[src/rtl/fetch_queue_unit.sv]
// Instruction fetch stage: sequential PC generation, 1-cycle synchronous imem,
// and a DEPTH-entry prefetch queue drained by decode through valid/ready.
module fetch_queue_unit #(
  parameter int PC_W = 16,
  parameter int INSTR_W = 9,
  parameter int DEPTH = 4,
  parameter logic [PC_W-1:0] RESET_PC = '0,
  localparam int CNT_W = $clog2(DEPTH+1)
) (
  input  logic               clk,
  input  logic               reset,
  input  logic               redirect_valid,
  input  logic [PC_W-1:0]    redirect_base,
  input  logic [PC_W-1:0]    redirect_offset,
  input  logic               redirect_sign,
  input  logic               halt_req,
  input  logic               resume,
  output logic               imem_req,
  output logic [PC_W-1:0]    imem_addr,
  input  logic [INSTR_W-1:0] imem_data,
  output logic               out_valid,
  input  logic               out_ready,
  output logic [INSTR_W-1:0] out_instr,
  output logic [PC_W-1:0]    out_pc,
  output logic               halted,
  output logic [CNT_W-1:0]   count
);
  localparam int PTR_W = $clog2(DEPTH);

  typedef struct packed {
    logic [INSTR_W-1:0] instr;
    logic [PC_W-1:0]    pc;
  } entry_t;

  entry_t            q [DEPTH];
  logic [PC_W-1:0]   fetch_pc, inflight_pc, target;
  logic              halted_q, inflight;
  logic [PTR_W-1:0]  rd_ptr, wr_ptr;
  logic [CNT_W-1:0]  cnt;
  logic [CNT_W:0]    reserved;
  logic              deq, enq;

  assign deq = (cnt != '0) & out_ready;
  assign enq = inflight & ~redirect_valid;

  // Slots already claimed after this cycle: occupancy minus the leaving head
  // plus the response still in flight. A new request only goes out if it fits.
  assign reserved = {1'b0, cnt} - {{CNT_W{1'b0}}, deq} + {{CNT_W{1'b0}}, inflight};
  assign imem_req = ~reset & ~halted_q & ~redirect_valid & (reserved < (CNT_W+1)'(DEPTH));
  assign imem_addr = fetch_pc;
  assign target = redirect_sign ? redirect_base + redirect_offset
                                : redirect_base - redirect_offset;

  assign out_valid = (cnt != '0);
  assign out_instr = out_valid ? q[rd_ptr].instr : '0;
  assign out_pc    = out_valid ? q[rd_ptr].pc : '0;
  assign halted    = halted_q;
  assign count     = cnt;

  always_ff @(posedge clk) begin
    if (reset) begin
      fetch_pc    <= RESET_PC;
      inflight_pc <= '0;
      halted_q    <= 1'b0;
      inflight    <= 1'b0;
      rd_ptr      <= '0;
      wr_ptr      <= '0;
      cnt         <= '0;
      for (int i = 0; i < DEPTH; i++) q[i] <= '0;
    end else begin
      halted_q <= halt_req | (halted_q & ~resume);
      inflight <= imem_req;
      if (imem_req) begin
        inflight_pc <= fetch_pc;
        fetch_pc    <= fetch_pc + PC_W'(1);
      end
      // Redirect flushes the queue and drops the in-flight response; imem_req
      // is already suppressed this cycle, so the target is fetched next cycle.
      if (redirect_valid) begin
        fetch_pc <= target;
        rd_ptr   <= '0;
        wr_ptr   <= '0;
        cnt      <= '0;
      end else begin
        if (enq) begin
          q[wr_ptr] <= {imem_data, inflight_pc};
          wr_ptr    <= wr_ptr + PTR_W'(1);
        end
        if (deq) rd_ptr <= rd_ptr + PTR_W'(1);
        cnt <= cnt + CNT_W'(enq) - CNT_W'(deq);
      end
    end
  end
endmodule

[config.mk]
export PLATFORM = sky130hd
export DESIGN_NAME = fetch_queue_unit
export DESIGN_NICKNAME = d
export VERILOG_FILES = /design/src/rtl/fetch_queue_unit.sv
export SDC_FILE = /design/constraint.sdc
export NUM_CORES = 1
export LEC_CHECK = 0
export CELL_PAD_IN_SITES_DETAIL_PLACEMENT = 0
export CELL_PAD_IN_SITES_GLOBAL_PLACEMENT = 1
export CORE_MARGIN = 3
export CORE_UTILIZATION = 44
export CTS_CLUSTER_DIAMETER = 30
export DETAILED_ROUTE_END_ITERATION = 8
export GPL_ROUTABILITY_DRIVEN = 0
export GPL_TIMING_DRIVEN = 0
export MAX_ROUTING_LAYER = met4
export PLACE_DENSITY_LB_ADDON = 0.25
export SYNTH_ARGS = -nofsm -noshare
export SYNTH_HDL_FRONTEND = slang
export SYNTH_SLANG_ARGS = --single-unit
[constraint.sdc]
create_clock -name clk -period 6.3 [get_ports clk]
set_input_delay 1.89 -clock clk [delete_from_list [all_inputs] [get_ports clk]]
set_output_delay 1.89 -clock clk [all_outputs]
set_load 0.05 [all_outputs]
### Yosys cells after proc, flatten, opt, wreduce, memory -nomap -nowiden

Memories as Yosys holds them, arrays and structs flattened. A register that Yosys moved wholly into a read port is not among the register bits.
Cells that the tools add are included.

| storage, ports and cells | value |
|---|---|
| input port bits | 48 |
| register bits after elaboration | 41 |
| logic and storage cells | 49 |
| memories | 1 |
| output and inout bits | 47 |
| RAM bits | 100 |

Memory list:

| memory | depth | bits a word | rd ports | clocked after Yosys merged registers in | wr ports | line | RTL |
|---|---|---|---|---|---|---|---|
| q | 4 | 25 | 1 | 1 | 4 | 35 | `entry_t q [DEPTH];` |

| operators by class | value |
|---|---|
| reduce and logical (&&, ||, !) cells | 4 |
| add/subtract/negate cells | 9 |
| bitwise gates (word level) | 11 |
| order comparisons | 1 |
| multiplexer cells | 16 |

Operators by type and width:

| kind | count |
|---|---|
| two-way mux 16 bit | 4 |
| two-way mux 25 bit | 1 |
| OR reduction 25 bit | 1 |
| adder 16 x 1 -> 16 bit, second input constant | 1 |
| adder 16 bit | 1 |
| subtractor 16 bit | 1 |
| two-way mux 9 bit | 1 |
| two-way mux 1 bit | 7 |
| AND 1 bit | 6 |
| two-way mux 2 bit | 3 |
| adder 2 x 1 -> 2 bit, second input constant | 2 |
| adder 4 x 1 -> 4 bit | 1 |
| less-than comparator 4 x 3 -> 1 bit, second input constant | 1 |
| inverter 1 bit | 4 |
| subtractor 3 x 1 -> 4 bit | 1 |
| adder 3 x 1 -> 3 bit | 1 |
| nonzero test 3 bit | 1 |
| subtractor 3 x 1 -> 3 bit | 1 |
| nonzero test 2 bit | 1 |
| OR reduction 2 bit | 1 |
| bitwise OR 1 bit | 1 |

### Logic depth before layout (Yosys ltp)

Gate-level depths: netlist (run 1).

| depth | value |
|---|---|
| depth in word-level cells | 8 |
| depth in mapped cells | 13 |
| gate-level depth less buffers | 12 |

### Worst setup path before layout (run 1)

No wires, ideal clock.

| timing | value |
|---|---|
| path type | input to output |
| start point | input port out_ready |
| end point | output port imem_req |
| required time | 4.410 ns |
| data arrival time | 3.972 ns |
| cell stages on the path | 9 |
| buffers on the path | 1 |
| setup slack | 0.438 ns |
| path through | and2_1 ha_1 inv_1 ha_1 and3b_1 or4_4 a211o_2 inv_2 buf_2 |

| between the ends | value |
|---|---|
| longest elaborated chain between the ends | 5 |

RTL lines:

| element | line | RTL |
|---|---|---|
| from (decl) | 22 | `input logic out_ready,` |
| AND 1 bit | 43 | `assign deq = (cnt != '0) & out_ready;` |
| subtractor 3 x 1 -> 4 bit | 48 | `assign reserved = {1'b0, cnt} - {{CNT_W{1'b0}}, deq} + {{CNT_W{1'b0}}, inflight};` |
| adder 4 x 1 -> 4 bit | 48 |  |
| less-than comparator 4 x 3 -> 1 bit | 49 | `assign imem_req = ~reset & ~halted_q & ~redirect_valid & (reserved < (CNT_W+1)'(DEPTH));` |
| AND 1 bit | 49 |  |
| to (decl) | 18 | `output logic imem_req,` |

Every way passes these cells.

### Worst setup path in the final report (run 1)

| timing | value |
|---|---|
| start point | input port out_ready |
| end point | output port imem_req |

| between the ends | value |
|---|---|
| longest elaborated chain between the ends | 5 |

RTL lines:

| element | line | RTL |
|---|---|---|
| AND 1 bit | 43 |  |
| named net deq | 41 | `logic deq, enq;` |
| subtractor 3 x 1 -> 4 bit | 48 |  |
| adder 4 x 1 -> 4 bit | 48 |  |
| less-than comparator 4 x 3 -> 1 bit | 49 |  |
| AND 1 bit | 49 |  |

The timed path passes the listed nets, and every way through them passes these cells.

==> results of run 1 <==
## state kept, by name, summed over array words and instances (netlist names), named ones only
register     cells
q              100
imem_addr       16
inflight_pc     16
count            3
rd_ptr           2
wr_ptr           2
halted           1
inflight         1
## what timing repair did
action | in CTS | in global routing
buffers inserted | 0 | 1
endpoints found under the hold margin | 0 | 0
setup endpoints to repair | 1 | 1
resized for setup | 11 | 3
pin swaps | 0 | 1
hold buffers | 0 | 0
## per-layer routing
layer  track usage, %  share of wire [%]  vias up
li1                 -                  -     2616
met1             23.0                 41     2565
met2             35.8                 52      141
met3             4.94                5.8       21
met4             5.38                1.1        0
met5                -                  0        -
## area by class of cell
class / count / share of cell area, %
clock inverters: 15 / 1.61
inverters: 48 / 2.05
flip-flops and latches: 143 / 42.2
well taps: 216 / 2.95
clock buffers: 17 / 4.64
repair buffers: 94 / 10.3
multi-input cells: 449 / 34.9
plain buffers: 32 / 1.39
## worst max-delay path, cell delays in order
cell             delay (ns)
clkdlybuf4s50_1        0.45
and2_4                 0.16
ha_1                   0.14
inv_1                  0.04
ha_1                   0.25
and3b_1                0.18
or4_4                  0.51
a211o_4                0.40
inv_8                  0.11
buf_8                  0.15
## through the flow
stage	instances	util [%]	total power [mW]	TNS [ns]	area (µm²)
final	1014	56.9	2.47	0	9170
after global routing	1014	56.9	2.56	0	9170
after CTS	1013	56.8	2.48	0	9150
after detailed placement	982	53.2	1.52	-0.938	8570
after global placement	982	53.0	1.51	-0.901	8540
after floorplan	673	-	1.37	0	7340
## worst paths after layout
path,from,to,slack (ns),cells after the start
worst max-delay path,out_ready,imem_req,0.10,10
worst min-delay path,inflight_pc[10],inflight_pc[10],0.45,2
worst max register to register,count[1],imem_addr[15],2.33,13
worst min register to register,inflight_pc[10],inflight_pc[10],0.45,2
## placed cells by master, fill, tap and decap left out, drive strengths merged, types with 5 or more instances in the layout
cell type and n:
a21oi 32, dfxtp 43, nand2b 5, clkdlybuf4s50 92
nor3 7, nand2 72, mux4 25, a21o 6
o21ai 11, inv 57, and2 29, and3 13
clkbuf 42, buf 9, xor2 21, a211oi 12
nor2 102, edfxtp 100, xnor2 19, a31oi 7
nor4 6, ha 26
## cell families (layout without fill, tap and decap cells)
family                     Yosys count  count (layout)  share of synthesized area, %
and+or+nand+nor                    255             255                          16.1
DFF                                143             143                          52.6
AOI/OAI and AO/OA                   99              99                          9.27
buffers and inverters               81             206                          4.26
xor gates and xnor gates            40              40                          4.77
adders and majority gates           28              28                          4.98
muxes                               27              27                          7.97
## power by group through the flow
stage / combinational [mW] / clock [mW] / sequential [mW]
2_1_floorplan: 0.228 / 0 / 1.14
3_3_place_gp: 0.412 / 0 / 1.10
3_5_place_dp: 0.417 / 0 / 1.10
4_1_cts: 0.420 / 0.983 / 1.08
5_1_grt: 0.452 / 1.02 / 1.09
6_report: 0.418 / 0.972 / 1.08
==> results.md, run 1 <==
* Critical path type: in2out
* Combinational Power Share at 16.9%
* Clock Skews at 0.00900 ns
* Sw Ratio at 28.3%
* Setup violators final at 0
* Area grow syn2layout at 24.8%
* Fin crit period at 6.20 ns
* RSZ-0062 raised after global routing: no
* CTS Buf Count at 17
* Die width at around 140 µm
* Worst-Skew Late Latency at 0.42 ns
* Synthesized area per cell at roughly 11 µm²
* Ys flop type: edfxtp_1
* Status: completed
* EDFF count, synth at 100
* Post-synth top cells: 101 x nor2_1, 100 x edfxtp_1, 72 x nand2_1, 47 x inv_1, 43 x dfxtp_1
* Rows at 46
* Footprint of the multi-input gates at 0.00320 mm²
* Fin Hold WS at 0.453 ns
* Crit path launch type: input pin
* Maximum fanout along the worst path at 16
* Clock network power share at roughly two fifths
* Antenna Nets Post-Route at 0
* Number of synthesized register bits at 143
* Bufs on Longest Clock Path at 2
* Clk Tree Root Cell: clkbuf_16
* H-tree levels at 4
* Diodes inserted at 0
* Gate Count Post-Synth at 673
* Most area-hungry cell type in the Yosys netlist: edfxtp_1
* Worst relative slew slack at 21.7%
* DR DRC count at 0
* FFs w/ async S/R, synth at 0%
* Initial antenna violation count at 0
* LEAKAGE at 3.46 nW
* Fin nets at 861
* DP HPWL at 12700 µm
* DRT Wirelength at 17300 µm
* Worst-path clk slew at 0.06 ns
* Setup WS pre-CTS at -0.938 ns
* Seq/Total Area, Yosys at 52.6%
* Cell variety after synth at 59
* Pwr dens at 270 mW/mm²
* Register area at 0.00386 mm²
* Largest net degree at the start of global routing at 26
* MaxCap Viol Count at 0
* Endpoint class of the critical path: output port
* NetSw at 0.699 mW
* CP Data Required Time at 4.41 ns
* Synthesis warning total at 0
* PortBufs at 93
* Total gr overflow at 0
* Syn_nets at 749
* # IOs at 95
* Maximum vdd ir drop at 0.191 mV
* Min-Delay Path Class: reg2reg
* Worst setup margin at slightly above 0.1 ns
* Initial Util at about 46%
* Drt first-iter violations at 348
* Core footprint at 0.0161 mm²
* DIE AREA at 0.0183 mm²
* Top-area cell type share of the netlist area at 40.9%
* Cell Area, Synth at between 0.007 and 0.008 mm²
* Crit share post-route at 98.4%
* Fin. max-slew vios at 0
* Vias in the first global route at 5494
* Actual slew at the worst max-slew pin at 1.17 ns
* Layout cells sized above 1 at 10.5%
* Clock sink count at approximately 140
* Hold violation count in the final report at 0
* Pint at roughly 1.8 mW
* First-pass GRT wire length at between 20000 and 30000 µm
* Dominant cells by area after synthesis: edfxtp_1 41%, dfxtp_1 12%, mux4_2 7.7%
* CTS tree: done
* FMAX at 161 MHz
* Crit path arrival time at 4.31 ns
* Initial DRT Pass Iterations at 5
* Routed vias/inst at between 5 and 6
* Via count at 5343
* Fill cell count at approximately 1400
* WL/cell at 17.1 µm
* Tot GR Track Use at 20.2%
* Part of the power in registers at between 40% and 50%
* Die Span Y at between 100 and 150 µm
* Count leader, synth: nor2_1
(Power assumes the default switching activity.)
==> run 2, diff against run 1 <==
CORE_ASPECT_RATIO = 1.1   (was default)
==> results.md, run 2 (synthesis results as in run 1) <==
* Fin nets at 861 (unchanged)
* WHS Endpoint: inflight_pc[9]
* Status: completed
* CP max stage cell: or4_4
* Worst flop-to-flop path startpoint: count[2]
* Diodes inserted at 0 (unchanged)
* Worst-Skew Late Latency at 0.41 ns (about the same)
* Initial DRT Pass Iterations at 5 (unchanged)
* FMAX at 161 MHz (-0.22%)
* DP HPWL at 12600 µm (-0.52%)
* Routed vias/inst at 5.39 (+2.3%)
* MaxCap Viol Count at 0 (unchanged)
* Total gr overflow at 0 (unchanged)
* Clock Skews at 0.00765 ns (-0.00135 ns)
* Max reg flops at 100 (unchanged)
* Finished Cell Area at 0.00912 mm² (-0.51%)
* Vias in the first global route at 5606 (+2.0%)
* R2R Path End: imem_addr[15]
* Setup_tns at 0 ns (unchanged)
* Placed cell area at 0.00855 mm² (-0.23%)
* H-tree levels at 4 (unchanged)
* Worst-path clk slew at 0.05 ns (about the same)
* Largest net degree at the start of global routing at 26 (unchanged)
* CTS tree: done
* # IOs at 95 (unchanged)
* Maximum fanout along the worst path at 16 (unchanged)
* Layout cells sized above 1 at 10.0% (-0.50 points)
* Initial Util at 45.8% (+0.23 points)
* Hold violation count in the final report at 0 (unchanged)
* CP Data Required Time at 4.41 ns (about the same)
* Startpoint of the worst hold path: inflight_pc[9]
* Commonest non-fill, non-tap cell in the layout: nor2_1
* DRT Wirelength at 17300 µm (about the same)
* Largest register by flop count: q
* Tot GR Track Use at 20.1% (-0.048 points)
* Fin. max-slew vios at 0 (unchanged)
* CP dominant cell by count: ha_1
* R2r worst-path depth at 13 (unchanged)
* DR DRC count at 0 (unchanged)
* Via count at 5379 (+0.67%)
* First-pass GRT wire length at 27700 µm (about the same)
* Crit share post-route at 98.6% (+0.21 points)
* Actual slew at the worst max-slew pin at 1.17 ns (-0.000594 ns)
* Min-Delay Path Class: reg2reg
* Clk Tree Root Cell: clkbuf_16
* CTS Buf Count at 17 (unchanged)
* Die width at 129 µm (-4.4%)
* Post-CTS Hold Buffers at 0 (unchanged)
* CP Buf/Inv Count at 4 (unchanged)
* Total power at 2.42 mW (-2.3%)
* Reg2reg setup slack at 2.35 ns (+0.02 ns)
* PortBufs at 93 (unchanged)
* RSZ-0062 raised after global routing: no
* Area grow syn2layout at 24.2%
* Initial antenna violation count at 0 (unchanged)
* Worst relative slew slack at 21.8% (+0.040 points)
* Drt first-iter violations at 286 (-18%)
* Crit path cell chain: clkdlybuf4s50_1 -> and2_4 -> ha_1 -> inv_1 -> ha_1 -> and3b_1 -> or4_4 -> a211o_4 -> inv_8 -> buf_6
* Setup violators final at 0 (unchanged)
* WL/cell at 17.4 µm (+1.7%)
* Post-layout util at 56.9% (about the same)
* Rows at 48 (+4.3%)
* Commonest non-fill, non-tap cells in the layout: 101 x nor2_1, 100 x edfxtp_1, 92 x clkdlybuf4s50_1
* CP delay by family, top: simple AND/OR/NAND/NOR gates
* Die Span Y at 141 µm (+4.7%)
* Crit path launch type: input pin
* LEAKAGE at 3.46 nW (about the same)
* DIE AREA at 0.0183 mm² (about the same)
* Critical path type: in2out
* Bufs on Longest Clock Path at 2 (unchanged)
* Maximum vdd ir drop at 0.182 mV (-4.4%)
* Antenna Nets Post-Route at 0 (unchanged)
* Clock sink count at 143 (unchanged)
* Endpoint class of the critical path: output port
* Core footprint at 0.0160 mm² (-0.50%)
* Crit path arrival time at 4.32 ns (about the same)
* Fin cells at 998 (-1.6%)
* Fin crit period at 6.21 ns (+0.0133 ns)
* Critical Path Max Stage Delay at 0.51 ns (about the same)
* Placed Instances at 966 (-1.6%)
* WHS Path Cells at 2 (unchanged)
* Pwr dens at 265 mW/mm² (-1.8%)
[run 2: cell types whose count changed in the layout (fill, tap and decap cells not counted), sizes merged]
cell,delta
bufinv,-1
clkbuf,+9
clkinv,+3
clkinvlp,-2
inv,-9
[run 2: through the flow]
stage / setup slack [ns] / hold slack (ns)
5_1_grt: 0.000539 / 0.484
3_5_place_dp: -0.933 / 0.450
3_3_place_gp: -0.901 / 0.446
4_1_cts: 0.00718 / 0.458
6_report: 0.0887 / 0.457
2_1_floorplan: 0.438 / 0.437
[run 2: final cells by class]
class                   count  area [µm²]
fillers                  1389        6920
flip-flops and latches    143        3860
multi-input cells         449        3200
repair buffers             94         940
clock buffers              26         520
well taps                 200         250
inverters                  48         188
plain buffers              32         128
clock inverters             6        30.0
[run 2: worst max path at each step]
| stage | slack (ns) | to | startpoint | depth (start not counted) |
|---|---|---|---|---|
| floorplan | 0.44 | imem_req | out_ready | 9 |
| global placement | -0.90 | imem_req | out_ready | 11 |
| detailed placement | -0.93 | imem_req | out_ready | 11 |
| CTS | 0.007 | imem_req | out_ready | 10 |
| global route | 0.0005 | imem_req | out_ready | 10 |
| finish | 0.09 | imem_req | out_ready | 10 |
[run 2: worst min-delay path, delay by kind of cell, from the launching register on]
family | cells | cell delay, ns
DFF | 1 | 0.31
and+or+nand+nor | 1 | 0.05
AOI/OAI and AO/OA | 1 | 0.05
[run 2: per-layer routing]
| layer | up-vias | track usage [%] | wire (µm) |
|---|---|---|---|
| li1 | 2607 | - | - |
| met5 | - | - | 0 |
| met3 | 29 | 4.14 | 904 |
| met2 | 153 | 35.5 | 9090 |
| met4 | 0 | 7.46 | 370 |
| met1 | 2590 | 22.4 | 6980 |
[run 2: repair_timing]
item | in CTS | in global routing
setup buffers | 0 | 1
endpoints found under the setup margin | 1 | 1
resized for setup | 11 | 2
pin swaps | 0 | 1
[run 2: power breakdown]
group / switching (mW) / total [mW] / internal [mW]
registers: 0.0340 / 1.08 / 1.05
logic: 0.251 / 0.418 / 0.167
clock network: 0.349 / 0.914 / 0.565
